**src/rtl/uart_tx.sv**
```systemverilog
// UART 8N1 transmitter: a small byte FIFO fed by edge-detected write requests.
// The FIFO drains LSB-first onto txd, and each bit lasts CLKS_PER_BIT clocks.
module uart_tx #(
    parameter int CLKS_PER_BIT = 651,
    parameter int FIFO_DEPTH   = 4
) (
    input  logic       clk,
    input  logic       rst,
    input  logic       tx_en,
    input  logic       tx_rst,
    input  logic       tx_start,
    input  logic [7:0] tx_data,
    output logic       txd,
    output logic       tx_busy,
    output logic       tx_done,
    output logic       tx_full,
    output logic       tx_overflow
);
    localparam int BW = (CLKS_PER_BIT > 1) ? $clog2(CLKS_PER_BIT) : 1;
    localparam int AW = $clog2(FIFO_DEPTH);
    localparam logic [BW-1:0] BAUD_LAST = BW'(CLKS_PER_BIT - 1);
    localparam logic [BW-1:0] BAUD_PRE  = BW'(CLKS_PER_BIT - 2);
    localparam logic [BW-1:0] BAUD_ONE  = BW'(1);
    localparam logic [AW:0]   PTR_ONE   = (AW+1)'(1);
    localparam logic [AW:0]   PTR_ZERO  = (AW+1)'(0);

    typedef enum logic [1:0] {
        IDLE  = 2'd0,
        START = 2'd1,
        DATA  = 2'd2,
        STOP  = 2'd3
    } state_t;

    state_t        state_q, state_d;
    logic [BW-1:0] baud_q, baud_d;
    logic [2:0]    bit_q, bit_d;
    logic [7:0]    shift_q, shift_d;
    logic          txd_q, txd_d;
    logic          done_q, done_d;
    logic          full_q, full_d;
    logic          ovf_q, ovf_d;
    logic          tx_start_q;
    logic [AW:0]   wr_ptr_q, wr_ptr_d;
    logic [AW:0]   rd_ptr_q, rd_ptr_d;
    logic [7:0]    mem_q [FIFO_DEPTH];

    logic          push_s, pop_s, wr_en_s, empty_s, full_s, baud_end_s;
    logic [7:0]    head_s;

    assign push_s     = tx_start & ~tx_start_q;
    assign empty_s    = (wr_ptr_q == rd_ptr_q);
    assign full_s     = (wr_ptr_q[AW] != rd_ptr_q[AW]) &&
                        (wr_ptr_q[AW-1:0] == rd_ptr_q[AW-1:0]);
    assign head_s     = mem_q[rd_ptr_q[AW-1:0]];
    assign baud_end_s = (baud_q == BAUD_LAST);

    assign txd         = txd_q;
    assign tx_busy     = (state_q != IDLE);
    assign tx_done     = done_q;
    assign tx_full     = full_q;
    assign tx_overflow = ovf_q;

    // Frame sequencer: next state, shift data, line level and pop request
    always_comb begin
        state_d = state_q;
        baud_d  = baud_q;
        bit_d   = bit_q;
        shift_d = shift_q;
        txd_d   = txd_q;
        done_d  = 1'b0;
        pop_s   = 1'b0;
        if (tx_rst) begin
            state_d = IDLE;
            baud_d  = {BW{1'b0}};
            bit_d   = 3'd0;
            txd_d   = 1'b1;
        end else begin
            case (state_q)
                IDLE: begin
                    txd_d = 1'b1;
                    if (tx_en && !empty_s) begin
                        pop_s   = 1'b1;
                        shift_d = head_s;
                        state_d = START;
                        txd_d   = 1'b0;
                        baud_d  = {BW{1'b0}};
                    end else begin
                        state_d = IDLE;
                    end
                end
                START: begin
                    if (baud_end_s) begin
                        state_d = DATA;
                        bit_d   = 3'd0;
                        txd_d   = shift_q[0];
                        baud_d  = {BW{1'b0}};
                    end else begin
                        baud_d  = baud_q + BAUD_ONE;
                    end
                end
                DATA: begin
                    if (baud_end_s) begin
                        baud_d = {BW{1'b0}};
                        if (bit_q == 3'd7) begin
                            state_d = STOP;
                            txd_d   = 1'b1;
                        end else begin
                            bit_d   = bit_q + 3'd1;
                            txd_d   = shift_q[bit_q + 3'd1];
                        end
                    end else begin
                        baud_d = baud_q + BAUD_ONE;
                    end
                end
                STOP: begin
                    // registered pulse lands on the final stop cycle itself
                    done_d = (baud_q == BAUD_PRE);
                    if (baud_end_s) begin
                        baud_d = {BW{1'b0}};
                        if (tx_en && !empty_s) begin
                            pop_s   = 1'b1;
                            shift_d = head_s;
                            state_d = START;
                            txd_d   = 1'b0;
                        end else begin
                            state_d = IDLE;
                            txd_d   = 1'b1;
                        end
                    end else begin
                        baud_d = baud_q + BAUD_ONE;
                    end
                end
                default: begin
                    state_d = IDLE;
                    txd_d   = 1'b1;
                end
            endcase
        end
    end

    // FIFO pointers, overflow detection and post-edge full flag
    always_comb begin
        wr_en_s  = 1'b0;
        ovf_d    = 1'b0;
        wr_ptr_d = wr_ptr_q;
        rd_ptr_d = rd_ptr_q;
        if (tx_rst) begin
            wr_ptr_d = PTR_ZERO;
            rd_ptr_d = PTR_ZERO;
        end else begin
            wr_en_s  = push_s && (!full_s || pop_s);
            ovf_d    = push_s && full_s && !pop_s;
            wr_ptr_d = wr_ptr_q + (wr_en_s ? PTR_ONE : PTR_ZERO);
            rd_ptr_d = rd_ptr_q + (pop_s ? PTR_ONE : PTR_ZERO);
        end
        full_d = (wr_ptr_d[AW] != rd_ptr_d[AW]) &&
                 (wr_ptr_d[AW-1:0] == rd_ptr_d[AW-1:0]);
    end

    // State and control registers
    always_ff @(posedge clk or posedge rst) begin
        if (rst) begin
            state_q    <= IDLE;
            baud_q     <= {BW{1'b0}};
            bit_q      <= 3'd0;
            shift_q    <= 8'd0;
            txd_q      <= 1'b1;
            done_q     <= 1'b0;
            full_q     <= 1'b0;
            ovf_q      <= 1'b0;
            tx_start_q <= 1'b0;
            wr_ptr_q   <= PTR_ZERO;
            rd_ptr_q   <= PTR_ZERO;
        end else begin
            state_q    <= state_d;
            baud_q     <= baud_d;
            bit_q      <= bit_d;
            shift_q    <= shift_d;
            txd_q      <= txd_d;
            done_q     <= done_d;
            full_q     <= full_d;
            ovf_q      <= ovf_d;
            tx_start_q <= tx_start;
            wr_ptr_q   <= wr_ptr_d;
            rd_ptr_q   <= rd_ptr_d;
        end
    end

    // FIFO storage
    always_ff @(posedge clk) begin
        if (wr_en_s) begin
            mem_q[wr_ptr_q[AW-1:0]] <= tx_data;
        end
    end
endmodule

```
**config.mk**
```make
export PLATFORM = sky130hd
export DESIGN_NAME = uart_tx
export DESIGN_NICKNAME = d
export VERILOG_FILES = /design/src/rtl/uart_tx.sv
export SDC_FILE = /design/constraint.sdc
export NUM_CORES = 1
export LEC_CHECK = 0
export ABC_AREA = 1
export ABC_CLOCK_PERIOD_IN_PS = 3200
export CAP_MARGIN = 20
export CELL_PAD_IN_SITES_DETAIL_PLACEMENT = 0
export CELL_PAD_IN_SITES_GLOBAL_PLACEMENT = 2
export CORE_UTILIZATION = 40
export CTS_CLUSTER_DIAMETER = 100
export CTS_CLUSTER_SIZE = 20
export DETAILED_ROUTE_END_ITERATION = 7
export HOLD_SLACK_MARGIN = 0.15
export MAX_ROUTING_LAYER = met4
export PLACE_DENSITY = 0.94
export SYNTH_ARGS = -nofsm -noshare
export SYNTH_HDL_FRONTEND = slang
export SYNTH_SLANG_ARGS = --single-unit
```
**constraint.sdc**
```tcl
create_clock -name clk -period 3.2 [get_ports clk]
set_input_delay 0.64 -clock clk [delete_from_list [all_inputs] [get_ports clk]]
set_output_delay 0.64 -clock clk [all_outputs]
set_load 0.01 [all_outputs]
```
After elaboration in Yosys (flattened, before gate mapping). Memory sizes are Yosys's and may differ from the RTL's. Index checks and enable logic that the tools add are counted.

Add/subtract/negate cells: 4. Multiply operators: 0. Divide/modulo/power cells: 0. Magnitude comparators: 1. Equal/unequal tests: 18. Shifts and indexed selects: 0. Mux-type cells: 42. Bitwise gates (word level): 3. Reductions and logical operators: 19.

Operators with widths (number): $mux 10 (3); $eq 10x10->1 const B (2); $pmux 10 s2 (1); $mux 1 (19); $mux 3 (6); $ne 3x3->1 const B (6); $mux 8 (2); $pmux 8 s2 (1); $add 10x1->10 const B (1); $mux 2 (5); $pmux 2 s4 (1); $reduce_and 4->1 (2); $add 3x1->3 (2); $logic_and 1x1->1 (6); $pmux 3 s2 (1); $reduce_and 3->1 (2); $eq 2x2->1 (2); $eq 2x2->1 const B (2); $lt 3x4->1 const B (1); $pmux 1 s4 (1); $reduce_bool 2->1 (2); $add 3x1->3 const B (1); $bmux 1 s3 (1); $eq 3x3->1 (1); 12 further kinds (16).

Flip-flop bits (word level): 34. Latch bits: 0. Bits in writable memories: 32. Memory bits (read-only): 0. Input bits: 13. Output and inout port bits: 5. Memories kept: 1.

Memories: mem_q (depth 4, width 8, read ports 1, clocked after Yosys merged registers in 0, wr ports 1, RTL line 45) `logic [7:0] mem_q [FIFO_DEPTH];`.

Logic depth before layout (Yosys ltp).
Depth in word-level cells: 14. Mapped depth: 17. Mapped depth without buffers: 16.

Least setup slack after synthesis. OpenSTA, ideal clock, no wires.

Path kind: flip-flop to flip-flop. Start: register state_q[0]. End: register full_q, in the netlist tx_full. Arrival: 1.998 ns. Slack: 1.089 ns. Stages on the path, launching flop included: 15. Path buffers: 0. Period minus slack after synthesis: 2.111 ns. Cell sequence: dfrtp_1 > inv_1 > ha_1 > nor2_1 > inv_1 > nor2_8 > nand2_4 > a21oi_1 > ha_1 > ha_1 > or2_2 > nand3_1 > xnor2_1 > nand2_1 > inv_1.

Cells in the longest elaborated chain, start to end: 10. Elaborated cells on any way between the ends: 15. Classes of those cells: add/sub: 2; eq/ne: 3; mux: 6; reduce/logical: 4.

Ends and longest elaborated chain: start, declared (RTL line 34) `state_t state_q, state_d;`; start signal, assigned (RTL line 175) `state_q <= state_d;`; $eq 2x2->1 / $logic_not 2->1 (equally long branches) (RTL line 78) `case (state_q)`; $pmux 1 s2 * (RTL line 78); $mux 1 * (RTL line 72) `if (tx_rst) begin`; $logic_or 1x1->1 (RTL line 151) `wr_en_s = push_s && (!full_s || pop_s);`; $logic_and 1x1->1 (RTL line 151); $mux 1 (RTL line 153) `wr_ptr_d = wr_ptr_q + (wr_en_s ? PTR_ONE : PTR_ZERO);`; $add 3x1->3 (RTL line 153); $mux 3 (RTL line 147) `if (tx_rst) begin`; $eq 2x2->1 / $ne 1x1->1 (equally long branches) (RTL line 157, 156); $logic_and 1x1->1 * (RTL line 156) `full_d = (wr_ptr_d[AW] != rd_ptr_d[AW]) &&`; via full_d (RTL line 40) `logic full_q, full_d;`; end signal, assigned (RTL line 181) `full_q <= full_d;`; end, declared (RTL line 40).

Mark *: on every way through the listed nets, which the timed path passes. The rest lies on a longest branch. A chain may end at the register's enable or synchronous reset.

Worst setup path in the final report.
Start: register rd_ptr_q[1]. End: register full_q, in the netlist tx_full.

Cells in the longest elaborated chain, start to end: 14. Elaborated cells on any way between the ends: 21. Classes of those cells: add/sub: 2; eq/ne: 4; mux: 8; reduce/logical: 7.

Ends and longest elaborated chain: start, declared (RTL line 44) `logic [AW:0] rd_ptr_q, rd_ptr_d;`; start signal, assigned (RTL line 185) `rd_ptr_q <= rd_ptr_d;`; $eq 3x3->1 (RTL line 51) `assign empty_s = (wr_ptr_q == rd_ptr_q);`; $logic_not 1->1 (RTL line 81, 120); $logic_and 1x1->1 (RTL line 81, 120); $mux 1 (RTL line 81, 120); $mux 1 (RTL line 118) `if (baud_end_s) begin`; $pmux 1 s2 (RTL line 78); $mux 1 (RTL line 72); $logic_or 1x1->1 (RTL line 151); $logic_and 1x1->1 (RTL line 151); $mux 1 (RTL line 153); $add 3x1->3 (RTL line 153); $mux 3 (RTL line 147); $eq 2x2->1 / $ne 1x1->1 (equally long branches) (RTL line 157, 156); $logic_and 1x1->1 * (RTL line 156); via full_d (RTL line 40).

Marks and branches as above.

==> results.cfg <==
[yosys]
syn_area_per_cell_um2 = 9.13
synthSimpleGateAreaFrac_pct = 24.5
synth-seq-cells = 66
synth_xor_xnor_area_share_pct = 1.81
synthTopCellsByArea = edfxtp_1 29%, dfrtp_1 25%, nand2_1 9.9%
ys_types = 28
yosysSeqAreaShare_pct = 54.7
synth_adder_area_share_pct = 5.29
synth_top_family_by_area = simple AND/OR/NAND/NOR gates
synth.top_cell.area_share_pct = 29.0
synthMuxAreaShare_pct = 0
synth_nets = 390
syn_area_um2 = 3310
synth_compound_area_share_pct = 6.87
ys_warn_count = 0
netlist_instances = 363
yosysTopAreaCell = edfxtp_1

[run_status]
status = complete, no violations

[setup_path]
required_ns = 3.49
worst-path-max-fanout = 11
ff2ff_setup_slack_ns = 0.86
crit_chain = inv_6 -> nand2_1 -> nand2_1 -> nand3_2 -> nand2_4 -> nor2_8 -> nand2_4 -> a21oi_1 -> ha_1 -> ha_1 -> or2_2 -> nand3_1 -> xnor2_1 -> nand2_1 -> inv_1
end_kind = flip-flop
cpPeakStageDelay_ns = 0.54
arrival_ns = 2.64
worst_path_most_repeated_cell = nand2_1
worst-r2r-cell-count = 15
critPathLaunchType = flip-flop
crit_type = flip-flop to flip-flop
crit_slowest_cell = dfrtp_1

[layout]
multi_input_area_um2 = 1280
syn_to_final_growth_pct = 15.1
finalCoreUtilization_pct = 48.4
filler_cell_count = 761
diodes = 0
fin_nets = 418
drive_gt1_share_pct = 9.85
regArea_um2 = 1810

[timing]
max_freq_mhz = 427
setup_viol = 0
tightest_slew_ns = 0.538
fin_worst_skew_ns = 0.00536
finalSetupTns_ns = 0
final_hold_viol_count = 0
rsz0062_at_grt = no
period_share_pct = 73.2
fin_crit_ns = 2.34
relSlewSlack_pct = 64.1
drv_slew = 0

[drt]
top_layer_used = met4
wl_met3_um = 224
drt_iter0_drc = 96
wl_met2_um = 2980
post_drt_wl_per_cell_um = 12.5
wl_um = 6230
route.detailed.drc = 0
dr_total_vias = 2380
post_drt_via_cell_ratio = 4.78
first_pass_iters = 4
met1_length_um = 2940
antenna_left = 0

[clock_tree]
cts-hold-fix-buffers = 0
clk_pin_slew_ns = 0.08
clockRootBuffer = clkbuf_8
cts_made_buffers = 9
cts_tree = done
cts_resized = 0
cts_setup_buffers = 0
cts_buffer_depth = 2
htree_levels = 3
cts.sinks = 66
worstSkewPairLatency_ns = 0.35

[placed_design]
post-dp-hpwl_um = 4560
numPortBuffers = 17
place.gp.congestion = 0.792

[job]
drv_cap = 0

[global_route]
track_usage_pct = 16.4
grt_pass1_wl_um = 10400
grt_max_degree = 21
grt_pass1_vias = 2174
antenna_found_initial = 0
gr-total-overflow = 0

[power_and_ir_drop]
power_leakage_nw = 1.71
power_density_nw_per_um2 = 538
ir_drop_v = 0.000328

[floorplanning]
die_area_um2 = 8650
die_x_um = 93.0
rows = 32
io_pins = 18
die_h_um = 93.0
initial_core_util_pct = 42.0
core_area_um2 = 7890

[hold_path]
min_path_type = flip-flop to flip-flop
whs_path_depth = 2
[worst paths after layout]
check                       startpoint         end
max in group asynchronous          rst         txd
hold / removal              shift_q[3]  shift_q[3]
hold reg to reg             shift_q[3]  shift_q[3]
setup reg to reg           rd_ptr_q[1]     tx_full
setup / recovery           rd_ptr_q[1]     tx_full
min in group asynchronous          rst  shift_q[5]
[where the power goes]
part | internal [mW] | switching, mW | leakage, nW
logic | 0.114 | 0.183 | 0.861
clock network | 0.374 | 0.368 | 0.103
registers | 0.964 | 0.0489 | 0.745
total | 1.45 | 0.599 | 1.71
[cells in the final DEF (no fill, tap or decap), types with 4 or more instances in the layout]
| cell | synthesis | final |
|---|---|---|
| nand2_1 | 87 | 87 |
| nor2_1 | 45 | 45 |
| inv_1 | 42 | 42 |
| dfrtp_1 | 33 | 33 |
| nand3_1 | 32 | 32 |
| edfxtp_1 | 32 | 32 |
| o21ai_0 | 25 | 25 |
| clkdlybuf4s50_1 | 0 | 17 |
| ha_1 | 14 | 14 |
| o22ai_1 | 10 | 10 |
| clkbuf_8 | 0 | 9 |
| buf_4 | 0 | 7 |
| nand2_2 | 6 | 6 |
| nand4_1 | 5 | 5 |
| inv_6 | 1 | 4 |
| xor2_1 | 4 | 4 |
| o21ai_1 | 4 | 4 |
| a21oi_1 | 4 | 4 |
[cells by family (layout without fill, tap and decap cells)]
kind of cell               count (synthesis)  count (layout)
DFF                                       66              66
buffers and inverters                     50              83
and+or+nand+nor                          184             184
adders and majority gates                 14              14
xor gates and xnor gates                   6               6
AOI/OAI and AO/OA                         43              43
[cells in the mapped netlist]
cell type,instances
o21ai_1,4
nor2_1,45
dfrtp_1,33
edfxtp_1,32
buf_6,4
nand4_1,5
or2_2,1
inv_1,42
nor2_8,1
xor2_1,4
nand3_2,2
inv_6,1
nand3_1,32
buf_2,2
nand3b_1,1
nor2_2,1
nor4_1,1
xnor2_2,1
clkbuf_1,1
xnor2_1,1
a21oi_1,4
nand2_1,87
ha_1,14
dfstp_2,1
o22ai_1,10
nand2_4,2
nand2_2,6
o21ai_0,25
[sequential cells by signal, indices dropped and copies added, names as in the netlist]
signal / count
state_q: 2
tx_full: 1
tx_done: 1
baud_q: 10
rd_ptr_q: 3
tx_start_q: 1
bit_q: 3
txd: 1
mem_q: 32
tx_overflow: 1
wr_ptr_q: 3
shift_q: 8
[metal layers]
metal | up-vias | GRT usage [%]
li1 | 1251 | -
met1 | 1079 | 20.3
met2 | 41 | 25.6
met3 | 9 | 4.23
met4 | 0 | 6.67
met5 | - | -
[layout make-up]
type                    instances  area share [%]
flip-flops and latches         66            47.5
multi-input cells             247            33.5
repair buffers                 24            5.84
inverters                      43            4.36
well taps                     102            3.35
clock buffers                   9            3.25
clock inverters                 7            2.20
[worst max-delay path, delay by kind of cell (launching register included)]
family	cells	cell delay [ns]
fa+ha+maj	2	0.36
simple gates	9	0.97
xor+xnor	1	0.13
compound gates	1	0.07
buf+inv	2	0.19
flops	1	0.54
[per-stage QoR]
stage / power (mW) / instances / worst slack, ns / instance area, um^2 / hold slack [ns]
after floorplan: 1.24 / 363 / 1.09 / 3310 / 0.442
after global placement: 1.33 / 482 / 0.508 / 3610 / 0.456
after detailed placement: 1.33 / 482 / 0.463 / 3610 / 0.460
after CTS: 2.07 / 498 / 0.818 / 3810 / 0.484
after global routing: 2.16 / 498 / 0.640 / 3810 / 0.509
final: 2.05 / 498 / 0.858 / 3810 / 0.481
Note: power is estimated with default switching activity, not from simulation.
